<file path="config.mk">
export PLATFORM = sky130hd
export DESIGN_NAME = pipe_ctrl_flat
export DESIGN_NICKNAME = d
export VERILOG_FILES = /design/src/rtl/pipe_pkg.sv /design/src/rtl/pipe_ctrl_if.sv /design/src/rtl/pipe_hazard_det.sv /design/src/rtl/pipe_ctrl.sv /design/src/flat_wrapper.sv
export SDC_FILE = /design/constraint.sdc
export NUM_CORES = 1
export LEC_CHECK = 0
export CAP_MARGIN = 20
export CORE_UTILIZATION = 38
export DETAILED_ROUTE_END_ITERATION = 8
export GPL_TIMING_DRIVEN = 0
export MAX_ROUTING_LAYER = met4
export PLACE_DENSITY = 0.72
export SLEW_MARGIN = 5
export SYNTH_ARGS = -nofsm -noshare
export SYNTH_HDL_FRONTEND = slang
export SYNTH_HIERARCHICAL = 1
export SYNTH_SLANG_ARGS = --single-unit
</file>
<file path="constraint.sdc">
create_clock -name clk -period 1.5 [get_ports clk]
set_input_delay 0.15 -clock clk [delete_from_list [all_inputs] [get_ports clk]]
set_output_delay 0.15 -clock clk [all_outputs]
set_load 0.1 [all_outputs]
</file>
<file path="src/rtl/pipe_pkg.sv">
// Shared definitions for the pipeline controller: FSM state encoding and
// default geometry used by the interface and the controller.
package pipe_pkg;

    typedef enum logic [1:0] {
        RUN    = 2'd0,
        DRAIN  = 2'd1,
        HALTED = 2'd2
    } state_e;

    localparam int NSTAGE_DEF    = 5;
    localparam int RAW_DEF       = 4;
    localparam int BR_STAGE_DEF  = 2;
    localparam int MEM_STAGE_DEF = 3;
    localparam int CW_DEF        = 16;

endpackage

</file>
<file path="src/rtl/pipe_ctrl_if.sv">
// Handshake bundle between the datapath (master) and the pipeline controller (slave).
interface pipe_ctrl_if #(
    parameter int NSTAGE = pipe_pkg::NSTAGE_DEF,
    parameter int RAW    = pipe_pkg::RAW_DEF,
    parameter int CW     = pipe_pkg::CW_DEF
);
    logic [RAW-1:0]    id_rs;
    logic [RAW-1:0]    id_rt;
    logic              id_use_rs;
    logic              id_use_rt;
    logic              id_halt;
    logic [RAW-1:0]    ex_rd;
    logic              ex_memread;
    logic              br_taken;
    logic              imem_busy;
    logic              dmem_busy;
    logic              pc_write;
    logic              pc_sel_br;
    logic [NSTAGE-2:0] hold;
    logic [NSTAGE-2:0] flush;
    logic [NSTAGE-2:0] valid;
    logic              hlt;
    logic [CW-1:0]     retired;

    modport master (
        output id_rs, id_rt, id_use_rs, id_use_rt, id_halt, ex_rd, ex_memread,
               br_taken, imem_busy, dmem_busy,
        input  pc_write, pc_sel_br, hold, flush, valid, hlt, retired
    );

    modport slave (
        input  id_rs, id_rt, id_use_rs, id_use_rt, id_halt, ex_rd, ex_memread,
               br_taken, imem_busy, dmem_busy,
        output pc_write, pc_sel_br, hold, flush, valid, hlt, retired
    );
endinterface

</file>
<file path="src/rtl/pipe_hazard_det.sv">
// Load-use comparator: a load in EX whose destination feeds a source of the
// instruction in ID. Register 0 is hard-wired and never creates a dependency.
module pipe_hazard_det #(
    parameter int RAW = pipe_pkg::RAW_DEF
) (
    input  logic [RAW-1:0] id_rs,
    input  logic [RAW-1:0] id_rt,
    input  logic           id_use_rs,
    input  logic           id_use_rt,
    input  logic           id_valid,
    input  logic [RAW-1:0] ex_rd,
    input  logic           ex_memread,
    input  logic           ex_valid,
    output logic           hazard
);
    // Dependency check between the EX load and the ID sources
    always_comb begin
        hazard = ex_memread & ex_valid & id_valid & (ex_rd != {RAW{1'b0}}) &
                 ((id_use_rs & (id_rs == ex_rd)) | (id_use_rt & (id_rt == ex_rd)));
    end
endmodule

</file>
<file path="src/rtl/pipe_ctrl.sv">
// In-order pipeline controller: stall/flush arbitration, per-stage valid
// tracking, halt drain FSM and retired-instruction counter.
module pipe_ctrl
    import pipe_pkg::*;
#(
    parameter int NSTAGE    = NSTAGE_DEF,
    parameter int RAW       = RAW_DEF,
    parameter int BR_STAGE  = BR_STAGE_DEF,
    parameter int MEM_STAGE = MEM_STAGE_DEF,
    parameter int CW        = CW_DEF
) (
    input  logic      clk,
    input  logic      rst_n,
    pipe_ctrl_if.slave bus
);
    localparam int NR = NSTAGE - 1;
    // With BR_STAGE=1 the halt is past the branch point once it leaves ID
    localparam int DRAIN_IDX = (BR_STAGE > 1) ? BR_STAGE - 1 : 1;

    logic [NR-1:0] valid_r, valid_in_s, valid_nxt_s;
    logic [NR-1:0] hold_s, flush_s;
    logic [NR-2:1] tag_r;
    logic [NR-1:1] tag_in_s, tag_nxt_s;
    state_e        state_r;
    logic          hlt_r;
    logic [CW-1:0] retired_r;
    logic          hazard_s, dmem_wait_s, branch_s, halt_fetch_s;
    logic          pc_write_s, pc_sel_br_s;

    pipe_hazard_det #(.RAW(RAW)) u_hazard (
        .id_rs      (bus.id_rs),
        .id_rt      (bus.id_rt),
        .id_use_rs  (bus.id_use_rs),
        .id_use_rt  (bus.id_use_rt),
        .id_valid   (valid_r[0]),
        .ex_rd      (bus.ex_rd),
        .ex_memread (bus.ex_memread),
        .ex_valid   (valid_r[1]),
        .hazard     (hazard_s)
    );

    assign dmem_wait_s  = bus.dmem_busy & valid_r[MEM_STAGE-1];
    assign branch_s     = bus.br_taken & valid_r[BR_STAGE-1] & ~dmem_wait_s;
    assign halt_fetch_s = (bus.id_halt & valid_r[0]) | (state_r != RUN);

    // Priority arbitration of hold/flush/PC controls
    always_comb begin
        hold_s      = {NR{1'b0}};
        flush_s     = {NR{1'b0}};
        pc_write_s  = 1'b1;
        pc_sel_br_s = 1'b0;
        if (!rst_n) begin
            flush_s    = {NR{1'b1}};
            pc_write_s = 1'b0;
        end else if (dmem_wait_s) begin
            for (int k = 0; k < MEM_STAGE; k++) begin
                hold_s[k] = 1'b1;
            end
            flush_s[MEM_STAGE] = 1'b1;
            pc_write_s         = 1'b0;
        end else if (branch_s) begin
            for (int k = 0; k < BR_STAGE; k++) begin
                flush_s[k] = 1'b1;
            end
            pc_sel_br_s = 1'b1;
        end else if (hazard_s) begin
            hold_s[0]  = 1'b1;
            flush_s[1] = 1'b1;
            pc_write_s = 1'b0;
        end else if (halt_fetch_s || bus.imem_busy) begin
            flush_s[0] = 1'b1;
            pc_write_s = 1'b0;
        end else begin
            pc_write_s = 1'b1;
        end
    end

    // Next valid bits and halt tags; both advance like pipeline registers
    always_comb begin
        valid_in_s = {valid_r[NR-2:0], 1'b1};
        tag_in_s   = {tag_r[NR-2:1], bus.id_halt & valid_r[0]};
        valid_nxt_s = {NR{1'b0}};
        tag_nxt_s   = {(NR-1){1'b0}};
        for (int k = 0; k < NR; k++) begin
            if (hold_s[k]) begin
                valid_nxt_s[k] = valid_r[k];
            end else if (flush_s[k]) begin
                valid_nxt_s[k] = 1'b0;
            end else begin
                valid_nxt_s[k] = valid_in_s[k];
            end
        end
        for (int k = 1; k < NR - 1; k++) begin
            if (hold_s[k]) begin
                tag_nxt_s[k] = tag_r[k];
            end else if (flush_s[k]) begin
                tag_nxt_s[k] = 1'b0;
            end else begin
                tag_nxt_s[k] = tag_in_s[k];
            end
        end
        // The last register is never held, so its tag is not stored
        tag_nxt_s[NR-1] = flush_s[NR-1] ? 1'b0 : tag_in_s[NR-1];
    end

    // Pipeline occupancy and halt tag registers
    always_ff @(posedge clk or negedge rst_n) begin
        if (!rst_n) begin
            valid_r <= {NR{1'b0}};
            tag_r   <= {(NR-2){1'b0}};
        end else begin
            valid_r <= valid_nxt_s;
            tag_r   <= tag_nxt_s[NR-2:1];
        end
    end

    // Halt FSM with registered hlt flag
    always_ff @(posedge clk or negedge rst_n) begin
        if (!rst_n) begin
            state_r <= RUN;
            hlt_r   <= 1'b0;
        end else begin
            case (state_r)
                RUN:     if (tag_nxt_s[DRAIN_IDX]) state_r <= DRAIN;
                DRAIN:   if (tag_nxt_s[NR-1]) state_r <= HALTED;
                HALTED:  hlt_r <= 1'b1;
                default: state_r <= RUN;
            endcase
        end
    end

    // Retired counter, wraps naturally at 2^CW
    always_ff @(posedge clk or negedge rst_n) begin
        if (!rst_n) begin
            retired_r <= {CW{1'b0}};
        end else if (valid_r[NR-1] & ~hold_s[NR-1]) begin
            retired_r <= retired_r + {{(CW-1){1'b0}}, 1'b1};
        end
    end

    assign bus.pc_write  = pc_write_s;
    assign bus.pc_sel_br = pc_sel_br_s;
    assign bus.hold      = hold_s;
    assign bus.flush     = flush_s;
    assign bus.valid     = valid_r;
    assign bus.hlt       = hlt_r;
    assign bus.retired   = retired_r;
endmodule

</file>
<file path="src/flat_wrapper.sv">
// flat-port wrapper written by rule: the top's interface ports become plain ports
module pipe_ctrl_flat import pipe_pkg::*;
#(
    parameter int NSTAGE    = NSTAGE_DEF,
    parameter int RAW       = RAW_DEF,
    parameter int BR_STAGE  = BR_STAGE_DEF,
    parameter int MEM_STAGE = MEM_STAGE_DEF,
    parameter int CW        = CW_DEF
)
  (clk, rst_n, bus_id_rs, bus_id_rt, bus_id_use_rs, bus_id_use_rt, bus_id_halt, bus_ex_rd, bus_ex_memread, bus_br_taken, bus_imem_busy, bus_dmem_busy, bus_pc_write, bus_pc_sel_br, bus_hold, bus_flush, bus_valid, bus_hlt, bus_retired);
  pipe_ctrl_if #(.NSTAGE(NSTAGE), .RAW(RAW), .CW(CW)) bus_i ();
  input  logic clk;
  input  logic rst_n;
  input wire logic [$bits(bus_i.id_rs)-1:0] bus_id_rs;
  input wire logic [$bits(bus_i.id_rt)-1:0] bus_id_rt;
  input wire logic [$bits(bus_i.id_use_rs)-1:0] bus_id_use_rs;
  input wire logic [$bits(bus_i.id_use_rt)-1:0] bus_id_use_rt;
  input wire logic [$bits(bus_i.id_halt)-1:0] bus_id_halt;
  input wire logic [$bits(bus_i.ex_rd)-1:0] bus_ex_rd;
  input wire logic [$bits(bus_i.ex_memread)-1:0] bus_ex_memread;
  input wire logic [$bits(bus_i.br_taken)-1:0] bus_br_taken;
  input wire logic [$bits(bus_i.imem_busy)-1:0] bus_imem_busy;
  input wire logic [$bits(bus_i.dmem_busy)-1:0] bus_dmem_busy;
  output wire logic [$bits(bus_i.pc_write)-1:0] bus_pc_write;
  output wire logic [$bits(bus_i.pc_sel_br)-1:0] bus_pc_sel_br;
  output wire logic [$bits(bus_i.hold)-1:0] bus_hold;
  output wire logic [$bits(bus_i.flush)-1:0] bus_flush;
  output wire logic [$bits(bus_i.valid)-1:0] bus_valid;
  output wire logic [$bits(bus_i.hlt)-1:0] bus_hlt;
  output wire logic [$bits(bus_i.retired)-1:0] bus_retired;
  assign bus_i.id_rs = bus_id_rs;
  assign bus_i.id_rt = bus_id_rt;
  assign bus_i.id_use_rs = bus_id_use_rs;
  assign bus_i.id_use_rt = bus_id_use_rt;
  assign bus_i.id_halt = bus_id_halt;
  assign bus_i.ex_rd = bus_ex_rd;
  assign bus_i.ex_memread = bus_ex_memread;
  assign bus_i.br_taken = bus_br_taken;
  assign bus_i.imem_busy = bus_imem_busy;
  assign bus_i.dmem_busy = bus_dmem_busy;
  assign bus_pc_write = bus_i.pc_write;
  assign bus_pc_sel_br = bus_i.pc_sel_br;
  assign bus_hold = bus_i.hold;
  assign bus_flush = bus_i.flush;
  assign bus_valid = bus_i.valid;
  assign bus_hlt = bus_i.hlt;
  assign bus_retired = bus_i.retired;
  pipe_ctrl #(.NSTAGE(NSTAGE), .RAW(RAW), .BR_STAGE(BR_STAGE), .MEM_STAGE(MEM_STAGE), .CW(CW)) u_core (.clk(clk), .rst_n(rst_n), .bus(bus_i));
endmodule
</file>
==> flow_summary.yaml, run 1 <==
outcome:
  outcome: "finished, violations left"
  violations: "setup timing"
sta:
  rsz0062_at_grt: "true"
  tns_ns: -1.995
  layout_setup_ws_ns: -0.3965
  hold_viol: 0
  finalSetupViolCount: 10
  tightest_slew_ns: 0.7992
  clock.fmax_mhz: 527.3
  fin_skew_ns: 0.01137
  max-slew-margin-rel_pct: 46.55
  slew_viol_final: 0
  fin_crit_sh_pct: 126.4
  min_period_ns: 1.897
placed_design:
  dpl-instance-area_um2: 2102
  place_inst: 222
  place.detailed.hpwl_mm: 2.400
  port_buffers: 50
  gp_congestion: 0.8373
floorplanning:
  die_w_um: 60.49
  num_rows: 20
  top_level_ports: 52
  core_area_um2: 3153
  dieArea_um2: 3659
  die_h_um: 60.49
  initial_core_util_pct: 41.23
route:
  vias_per_cell: 5.097
  routed_wirelength_mm: 3.538
  ant_nets: 0
  drt_iter0_markers: 40
  wire_per_inst_um: 14.99
  vias: 1203
  drcViolationCount: 0
  drt_first_pass_iters: 6
synthesis:
  netlist_instances: 127
  ys_seq_area_share_pct: 48.12
  yosysTopAreaCellShare_pct: 48.12
  synthTopCellsByArea: "dfrtp_1 48%, xor2_1 11%, xnor2_1 4.7%"
  synth_top_area_cell: "dfrtp_1"
  synth_warnings: 6
  yosysUniqueCellTypes: 30
  synth_area_um2: 1300
  synth_seq_cells: 25
  syn_nets: 149
  avgSynthCellArea_um2: 10.24
worst_setup_path:
  cp-end-kind: "output pin"
  rr_worst_depth: 7
  critical_path_class: "register to output pin"
  crit_cells: 6
  crit_slowest_cell: "dfrtp_4"
  start_kind: "register"
  path_cells: "buf_4, nand4_1, a21oi_2, o21a_1, o21ai_4, buf_12"
  cp_top_family: "flip-flops"
  reg2reg_slack_ns: -0.22
  path_buf_inv: 2
  critPathRequiredTime_ns: 1.35
  arrival_ns: 1.75
  slowest_delay_ns: 0.52
  crit_fanout: 4
clock_tree:
  cts_tree: "yes"
  htreeDepth: 1
  cts_max_path_buffers: 2
  cts_buffers: 3
  clk_latency_ns: 0.32
  clk_pin_slew_ns: 0.14
  cts-root-buf: "clkbuf_4"
  cts.sinks: 25
pwr:
  ir_drop_mv: 0.3489
  cellLeakagePower_nw: 0.9550
  p_per_area_nw_per_um2: 523.3
grt:
  grt_max_degree: 17
  antenna_found_initial: 0
  grt_pass1_wl_mm: 5.699
  grt_pass1_vias: 1212
  grt_remaining_overflow: 0
  grt_usage_pct: 21.80
run:
  drv_cap: 0
finish:
  layout_common_cells: "16 x xor2_1, 14 x buf_2, 13 x dfrtp_4"
  final_cells: 236
  diodes: 0
  area_delta_synth_final_pct: 72.19
  stdcell_area_um2: 2238
  drive_gt1_share_pct: 47.92
  layout_commonest_cell: "xor2_1"
  fin_nets: 215
  fill_cells: 242
worst_hold_path:
  hold_path.class: "input port to async pin"
[cell type report]
class                      count  area, um^2  share of cell area, %
tap                           44       55.05                  2.459
sequential                    25       681.9                  30.46
multi-input combinational     96       805.8                  36.00
buffer                         3       52.55                  2.348
clock buffer                   4       26.28                  1.174
inverter                       3       15.01                 0.6708
timing repair buffer          61       601.8                  26.89
[routing by layer]
metal / wire [um] / vias to the layer above / track usage (%)
li1: - / 569 / -
met1: 1541 / 579 / 27.04
met2: 1760 / 53 / 36.11
met3: 223 / 2 / 4.904
met4: 12 / 0 / 5.195
met5: 0 / - / -
[cell usage after synthesis]
| master | count |
|---|---|
| or4_1 | 1 |
| a41o_1 | 1 |
| inv_1 | 3 |
| buf_4 | 2 |
| a2111oi_0 | 1 |
| nor3_1 | 6 |
| and3_1 | 1 |
| o21a_1 | 1 |
| and2_0 | 1 |
| nor4_2 | 3 |
| nand3_1 | 8 |
| nand4_4 | 2 |
| and2_1 | 1 |
| nand2_1 | 13 |
| conb_1 | 1 |
| ha_1 | 1 |
| a32o_1 | 1 |
| nor2b_1 | 1 |
| nor4_1 | 2 |
| xnor2_1 | 7 |
| o21ai_0 | 3 |
| nand2b_1 | 4 |
| a21oi_1 | 6 |
| dfrtp_1 | 25 |
| nand4_1 | 4 |
| clkbuf_1 | 1 |
| o22ai_1 | 1 |
| nor2_1 | 9 |
| mux2_2 | 1 |
| xor2_1 | 16 |
[sequential cells by signal, indices dropped and copies added, names as in the netlist]
signal              count
u_core/state_r          2
u_core/bus.retired     16
u_core/bus.valid        4
u_core/bus.hlt          1
u_core/tag_r            2
[worst paths after layout]
path                                      from                    end
setup / recovery           u_core/bus.valid[0]           bus_flush[0]
hold / removal                           rst_n  u_core/bus.retired[4]
setup reg to reg           u_core/bus.valid[0]      u_core/state_r[0]
hold reg to reg                 u_core/bus.hlt         u_core/bus.hlt
max in group asynchronous                rst_n    u_core/bus.valid[0]
min in group clk                         rst_n    u_core/bus.valid[3]
[worst reg2reg max path, delay by kind of cell (launching register included)]
kind,cells,cell delay (ns)
compound gates,4,0.78
simple gates,1,0.11
buf+inv,2,0.28
flops,1,0.45
[repair_timing]
item                                    in CTS  in global routing
resized for setup                          171                 20
hold buffers                                 2                  0
endpoints found under the hold margin       25                  0
gates cloned                                 0                  0
endpoints found under the setup margin      33                 21
setup buffers                                6                  2
pin swaps                                   16                  4
[metrics by stage]
| step | power (W) | utilization (%) | worst slack [ns] | hold slack (ns) |
|---|---|---|---|---|
| final | 0.001171 | 70.99 | -0.3965 | 0.2966 |
| after global routing | 0.001224 | 70.99 | -0.4815 | 0.3239 |
| after CTS | 0.001179 | 71.47 | -0.3799 | 0.3113 |
| after detailed placement | 0.0008768 | 66.67 | -1.619 | 0.4543 |
| after global placement | 0.0008649 | 65.79 | -2.049 | 0.4512 |
| after floorplan | 0.0007769 | - | -0.4067 | -0.1456 |
[power by group]
| group | total (W) | internal [W] | switching [W] |
|---|---|---|---|
| sequential | 0.000675 | 0.000674 | 0.000000852 |
| combinational | 0.000189 | 0.0000806 | 0.000108 |
| clock | 0.000308 | 0.000104 | 0.000204 |
| total | 0.00117 | 0.000859 | 0.000313 |
[cells by family (layout without fill, tap and decap cells)]
family,count (synthesis),after routing,share of synthesized area (%)
other,1,1,0.2885
flip-flops,25,25,48.12
XOR/XNOR,23,23,15.50
AO/OA/AOI/OAI,14,14,6.738
adder cells (fa/ha/maj),1,1,0.9623
AND/OR/NAND/NOR,56,56,25.22
buffers and inverters,6,71,2.309
multiplexers,1,1,0.8662
Note: power is estimated with default switching activity, not from simulation.
==> inputs of run 2 (changes only) <==
--- a/config.mk
+++ b/config.mk
@@ -5,12 +5,13 @@
 export SDC_FILE = /design/constraint.sdc
 export NUM_CORES = 1
 export LEC_CHECK = 0
-export CAP_MARGIN = 20
-export CORE_UTILIZATION = 38
+export CAP_MARGIN = 10
+export CORE_UTILIZATION = 40
 export DETAILED_ROUTE_END_ITERATION = 8
 export GPL_TIMING_DRIVEN = 0
 export MAX_ROUTING_LAYER = met4
-export PLACE_DENSITY = 0.72
+export PLACE_DENSITY = 0.75
+export SETUP_SLACK_MARGIN = 0.4
 export SLEW_MARGIN = 5
 export SYNTH_ARGS = -nofsm -noshare
 export SYNTH_HDL_FRONTEND = slang
==> run 2 against run 1 <==
The run now fails in global routing; synthesized cell count stayed put; area after synthesis stayed put.
==> flow_summary.yaml, run 2 <==
outcome:
  outcome: "did not finish"
  lastStage: "global routing"
  error_line: "[ERROR DPL-0038] Utilization greater than 100%, impossible to legalize"
clock_tree:
  cts_max_path_buffers: 2
  cts.sinks: 25
  cts_buffers: 3
  cts-root-buf: "clkbuf_4"
  htreeDepth: 1
synthesis:
  syn_nets: 149
  netlist_instances: 127
  avgSynthCellArea_um2: 10.24
  synth_edf_count: 0
  ys.flop_type: "dfrtp_1"
  async_flop_share_pct: 100.0
  synth_common_cells: "25 x dfrtp_1, 16 x xor2_1, 13 x nand2_1"
  yosysTopAreaCellShare_pct: 48.12
  synth_top_area_cell: "dfrtp_1"
  yosysUniqueCellTypes: 30
  ys_seq_area_share_pct: 48.12
  synth_warnings: 6
  synth_seq_cells: 25
  synth.most_common_cell: "dfrtp_1"
  synth_area_um2: 1300
  synthTopCellsByArea: "dfrtp_1 48%, xor2_1 11%, xnor2_1 4.7%"
placed_design:
  port_buffers: 50
  dpl-instance-area_um2: 2128
  place.detailed.hpwl_mm: 2.434
  place_inst: 221
  gp_congestion: 0.7735
sta:
  worst_endpoint: "bus_flush[0]"
  worst-ep-kind: "primary output"
floorplanning:
  num_rows: 20
  die_w_um: 59.01
  top_level_ports: 52
  die_h_um: 59.01
  initial_core_util_pct: 42.24
grt:
  grt_max_degree: 26
==> run 2: cell counts after synthesis <==
No cell type changed its count.
==> run 2: cell families after synthesis <==
kind of cell	count (synthesis)	synth area share (%)
other cells	1	0.2885
xor+xnor	23	15.50
simple gates	56	25.22
compound gates	14	6.738
buf+inv	6	2.309
flops	25	48.12
mux	1	0.8662
fa+ha+maj	1	0.9623
==> run 2: repair_timing <==
item / in CTS
hold buffers: 2
resized for setup: 308
buffers inserted: 27
pin swaps: 30
endpoints found under the setup margin: 74
endpoints found under the hold margin: 25
==> run 2: stage by stage <==
stage | setup slack [ns] | setup TNS [ns]
3_3_place_gp | -2.010 | -29.01
4_1_cts | -0.3883 | -1.658
3_5_place_dp | -2.052 | -30.93
2_1_floorplan | -0.4067 | -2.069
==> inputs of run 3 (changes only) <==
--- a/config.mk
+++ b/config.mk
@@ -6,12 +6,10 @@
 export NUM_CORES = 1
 export LEC_CHECK = 0
 export CAP_MARGIN = 10
-export CORE_UTILIZATION = 40
+export CORE_UTILIZATION = 25
 export DETAILED_ROUTE_END_ITERATION = 8
 export GPL_TIMING_DRIVEN = 0
-export MAX_ROUTING_LAYER = met4
-export PLACE_DENSITY = 0.75
-export SETUP_SLACK_MARGIN = 0.4
+export PLACE_DENSITY_LB_ADDON = 0.15
 export SLEW_MARGIN = 5
 export SYNTH_ARGS = -nofsm -noshare
 export SYNTH_HDL_FRONTEND = slang
==> run 3 against run 2 <==
The flow now finishes, with violations (setup timing).
==> flow_summary.yaml, run 3 (synthesis results as in run 1) <==
outcome:
  outcome: "finished, violations left"
  violations: "setup timing"
sta:
  hold_viol: 0
  fin_crit_sh_pct: 121.5
  tns_ns: -1.564
  layout_setup_ws_ns: -0.3228
  slew_viol_final: 0
  clock.fmax_mhz: 548.6
  tightest_slew_ns: 0.9651
  finalSetupViolCount: 9
  min_period_ns: 1.823
  fin_skew_ns: 0.008221
  max-slew-margin-rel_pct: 35.92
  rsz0062_at_grt: "true"
  whs_ns: 0.2773
finish:
  fill_cells: 446
  largest_reg_flops: 16
  diodes: 0
  multi_input_area_um2: 799.5
  fin_nets: 214
  layout_common_cells: "19 x clkdlybuf4s15_2, 16 x xor2_1, 13 x dfrtp_4"
  layout.core_utilization_pct: 48.15
  layout_commonest_cell: "clkdlybuf4s15_2"
  drive_gt1_share_pct: 50.26
  final_cells: 258
  ff_latch_area_um2: 681.9
  area_delta_synth_final_pct: 79.60
clock_tree:
  cts-root-buf: "clkbuf_8"
  htreeDepth: 1
  cts_max_path_buffers: 2
  cts_tree: "yes"
  clk_pin_slew_ns: 0.09
  clk_latency_ns: 0.27
  cts.sinks: 25
  cts_buffers: 3
pwr:
  clockPowerShare_pct: 32.9
  netSwitchingPower_w: 0.0003382
  p_seq_share_pct: 52.9
  finalPower_w: 0.001275
  p_int_w: 0.0009364
  ir_drop_mv: 0.3225
  cellLeakagePower_nw: 0.9362
  swShare_pct: 26.53
  p_comb_share_pct: 14.2
  p_per_area_nw_per_um2: 545.9
route:
  drt_first_pass_iters: 3
  ant_nets: 0
  drt_iter0_markers: 17
  routed_wirelength_mm: 3.415
  vias_per_cell: 4.562
  drcViolationCount: 0
  wire_per_inst_um: 13.24
  vias: 1177
floorplanning:
  num_rows: 25
  core_area_um2: 4848
  die_h_um: 74.11
  dieArea_um2: 5492
  top_level_ports: 52
  die_w_um: 74.11
  initial_core_util_pct: 26.81
placed_design:
  gp_congestion: 0.7414
  port_buffers: 50
  place_inst: 244
  place.detailed.hpwl_mm: 2.352
worst_setup_path:
  start_kind: "input port"
  crit_fanout: 3
  critical_path_class: "input port to output pin"
  critPathRequiredTime_ns: 1.35
  arrival_ns: 1.67
  cp-end-kind: "output pin"
grt:
  grt_usage_pct: 13.28
  grt_pass1_vias: 1155
  grt_max_degree: 26
  grt_remaining_overflow: 0
  antenna_found_initial: 0
  grt_pass1_wl_mm: 5.478
worst_hold_path:
  hold_path.class: "input port to register"
run:
  drv_cap: 0
## run 3: cell type report
cell class              count  area share [%]
multi-input cells          96           34.24
plain buffers               3           2.251
clock buffers               3           1.768
flip-flops and latches     25           29.21
repair buffers             60           27.97
well taps                  67           3.591
inverters                   3          0.6431
clock inverters             1          0.3215
## run 3: worst paths after layout
path | slack, ns | from | endpoint | depth (start not counted)
hold / removal | 0.28 | rst_n | u_core/bus.valid[3] | 4
setup reg to reg | -0.12 | u_core/bus.valid[0] | u_core/state_r[0] | 7
hold reg to reg | 0.47 | u_core/bus.retired[15] | u_core/bus.retired[15] | 1
setup / recovery | -0.32 | bus_ex_rd[2] | bus_flush[0] | 8
min in group asynchronous | 0.40 | rst_n | u_core/bus.retired[9] | 3
max in group asynchronous | 0.93 | rst_n | u_core/bus.retired[4] | 3
## run 3: critical path: stages
cell     delay [ns]
buf_2          0.12
or4_1          0.52
nand4_1        0.15
a21oi_4        0.06
buf_6          0.12
o21a_1         0.18
o21ai_4        0.16
buf_12         0.19
## run 3: per-stage QoR
step | cell area [um^2] | setup WS [ns]
floorplan | 1519 | -0.4067
global placement | 2103 | -2.071
detailed placement | 2103 | -2.122
CTS | 2322 | -0.3176
global route | 2335 | -0.3724
finish | 2335 | -0.3228
## run 3: routing by layer
metal	part of all wire [%]	vias to the layer above	routed length [um]	global-route usage (%)
met5	0	-	0	0
met3	5.8	8	197	2.710
li1	-	568	-	-
met2	48	47	1644	21.82
met1	44	554	1494	16.48
met4	2.3	0	78	6.838
## run 3: what timing repair did
| action | CTS | global route |
|---|---|---|
| setup endpoints to repair | 51 | 14 |
| hold buffers | 2 | 0 |
| endpoints found under the hold margin | 25 | 0 |
| resized for setup | 167 | 8 |
| pin swaps | 17 | 8 |
| setup buffers | 7 | 1 |
## run 3: power by group through the flow
stage | sequential (W) | combinational (W) | clock [W]
2_1_floorplan | 0.000692 | 0.0000851 | 0
3_3_place_gp | 0.000689 | 0.000176 | 0
3_5_place_dp | 0.000689 | 0.000179 | 0
4_1_cts | 0.000674 | 0.000183 | 0.000434
5_1_grt | 0.000675 | 0.000191 | 0.000464
6_report | 0.000674 | 0.000180 | 0.000420
==> inputs of run 4 (changes only) <==
--- a/config.mk
+++ b/config.mk
@@ -5,7 +5,9 @@
 export SDC_FILE = /design/constraint.sdc
 export NUM_CORES = 1
 export LEC_CHECK = 0
+export ABC_AREA = 1
 export CAP_MARGIN = 10
+export CORE_ASPECT_RATIO = 1.1
 export CORE_UTILIZATION = 25
 export DETAILED_ROUTE_END_ITERATION = 8
 export GPL_TIMING_DRIVEN = 0
==> run 4 against run 3 <==
The run still ends with setup timing left; combinational power increased by 29%; clock-buffer cell count unchanged; flip-flop and latch count unchanged; area after synthesis increased by 11%; hold slack improved by 0.079 ns; clock skew decreased by 0.0055 ns; total power increased by 3.8%; global-route usage decreased by 0.79 points; cell area increased by 5.2%; cell count increased by 27%; die area increased by 10%; critical path type is now register to output pin; critical endpoint is now bus_flush[1].
==> flow_summary.yaml, run 4 <==
sta:
  fin_skew_ns: 0.002708
  fin_crit_sh_pct: 112.6
  hold_viol: 0
  finalSetupViolCount: 6
  tns_ns: -0.8792
  layout_setup_ws_ns: -0.1887
  rsz0062_at_grt: "true"
  whs_ns: 0.3560
  clock.fmax_mhz: 592.2
  max-slew-margin-rel_pct: 51.66
  tightest_slew_ns: 0.7227
  slew_viol_final: 0
  min_period_ns: 1.689
synthesis:
  yosysUniqueCellTypes: 25
  synth.most_common_cell: "nand2_1"
  synth_seq_cells: 25
  syn_nets: 210
  ys.flop_type: "dfrtp_1"
  synth_edf_count: 0
  synthTopCellsByArea: "dfrtp_1 44%, nand2_1 12%, inv_1 7.8%"
  synth_warnings: 6
  avgSynthCellArea_um2: 7.647
  synth_common_cells: "47 x nand2_1, 30 x inv_1, 25 x dfrtp_1"
  netlist_instances: 188
  synth_area_um2: 1438
  ys_seq_area_share_pct: 43.52
  async_flop_share_pct: 100.0
  synth_top_area_cell: "dfrtp_1"
  yosysTopAreaCellShare_pct: 43.52
clock_tree:
  cts_max_path_buffers: 2
  cts_buffers: 3
  cts_tree: "yes"
  clk_latency_ns: 0.27
  htreeDepth: 1
  cts-root-buf: "clkbuf_8"
  cts.sinks: 25
  clk_pin_slew_ns: 0.09
grt:
  grt_usage_pct: 12.49
  antenna_found_initial: 0
  grt_pass1_wl_mm: 5.830
  grt_pass1_vias: 1358
  grt_max_degree: 16
  grt_remaining_overflow: 0
route:
  vias_per_cell: 4.198
  ant_nets: 0
  routed_wirelength_mm: 3.444
  drt_iter0_markers: 23
  wire_per_inst_um: 10.50
  vias: 1377
  drt_first_pass_iters: 4
  drcViolationCount: 0
finish:
  layout_commonest_cell: "nand2_1"
  area_delta_synth_final_pct: 70.84
  diodes: 0
  largest_reg_flops: 16
  fin_nets: 276
  layout_common_cells: "43 x nand2_1, 26 x inv_1, 21 x clkdlybuf4s15_2"
  drive_gt1_share_pct: 41.11
worst_setup_path:
  path_cells: "nand4_1, a21oi_2, inv_1, and3_4, nor2_4, buf_12"
  crit_slowest_cell: "dfrtp_4"
  arrival_ns: 1.54
  critical_path_class: "register to output pin"
  critPathRequiredTime_ns: 1.35
  cp-end-kind: "output pin"
  slowest_delay_ns: 0.46
  start_kind: "register"
  crit_fanout: 4
worst_hold_path:
  hold_path.class: "input port to async pin"
pwr:
  p_seq_share_pct: 51.8
  ir_drop_mv: 0.2551
  swShare_pct: 27.83
  cellLeakagePower_nw: 1.107
  netSwitchingPower_w: 0.0003681
  p_comb_share_pct: 17.5
  clockPowerShare_pct: 30.6
  p_int_w: 0.0009548
  p_per_area_nw_per_um2: 538.6
outcome:
  violations: "setup timing"
  outcome: "finished, violations left"
floorplanning:
  top_level_ports: 52
  die_w_um: 74.31
  initial_core_util_pct: 26.30
  num_rows: 28
  dieArea_um2: 6058
  core_area_um2: 5465
  die_h_um: 81.54
placed_design:
  gp_congestion: 0.7584
  port_buffers: 50
  place.detailed.hpwl_mm: 2.578
run:
  drv_cap: 0
run 4: timing repair:
action | 4_1_cts | 5_1_grt
gates resized for setup | 165 | 5
hold buffers | 2 | 0
hold endpoints to repair | 25 | 0
buffers inserted | 7 | 1
pin swaps | 15 | 2
setup endpoints to repair | 37 | 9
run 4: metrics by stage:
stage	util, %	cells	worst slack (ns)	power, W	instance area, um^2
floorplan	-	188	-0.8329	0.0008234	1594
global placement	40.04	313	-2.496	0.0009212	2188
detailed placement	40.32	314	-1.742	0.0009257	2203
CTS	44.57	327	-0.2168	0.001351	2436
global route	44.94	328	-0.2506	0.001393	2456
finish	44.94	328	-0.1887	0.001323	2456
run 4: critical path, delay by kind of cell (launching register included):
family                 cells  cell delay [ns]
and+or+nand+nor            3             0.38
AOI/OAI and AO/OA          1             0.16
buffers and inverters      2             0.26
DFF                        1             0.46
run 4: worst paths after layout:
check	from	endpoint	cells after the start	slack [ns]
worst min-delay path	rst_n	u_core/bus.retired[2]	2	0.36
max in group asynchronous	rst_n	u_core/bus.valid[2]	3	0.37
min in group clk	rst_n	u_core/bus.valid[2]	4	0.36
worst min register to register	u_core/bus.hlt	u_core/bus.hlt	2	0.47
worst max register to register	u_core/bus.valid[1]	u_core/state_r[0]	9	0.05
worst max-delay path	u_core/bus.valid[1]	bus_flush[1]	6	-0.19
run 4: logic make-up (layout without fill, tap and decap cells):
group / count (synthesis) / count (layout) / share of synthesized area (%)
and+or+nand+nor: 102 / 102 / 33.25
muxes: 1 / 1 / 0.7832
buffers and inverters: 36 / 101 / 9.921
adders and majority gates: 1 / 1 / 0.8702
other: 1 / 1 / 0.2608
AOI/OAI and AO/OA: 9 / 9 / 3.481
DFF: 25 / 25 / 43.52
xor gates and xnor gates: 13 / 13 / 7.920
run 4: area by class of cell:
type / instances / area [um^2]
Clock inverter: 1 / 7.507
Fill cell: 567 / 3009
Tap cell: 75 / 93.84
Sequential cell: 25 / 661.9
Multi-Input combinational cell: 127 / 804.5
Inverter: 34 / 140.1
Buffer: 2 / 27.53
Timing Repair Buffer: 61 / 679.4
Clock buffer: 3 / 41.29
run 4: layer usage:
layer	GRT usage [%]	share of wire, %
met4	3.585	1.1
met5	0	0
met3	3.681	5.8
met2	20.82	48
met1	15.58	45
run 4: power by group through the flow:
| stage | sequential, W | clock (W) | combinational, W |
|---|---|---|---|
| floorplan | 0.000726 | 0 | 0.0000977 |
| global placement | 0.000700 | 0 | 0.000221 |
| detailed placement | 0.000700 | 0 | 0.000225 |
| CTS | 0.000686 | 0.000433 | 0.000232 |
| global route | 0.000687 | 0.000457 | 0.000249 |
| finish | 0.000686 | 0.000405 | 0.000232 |
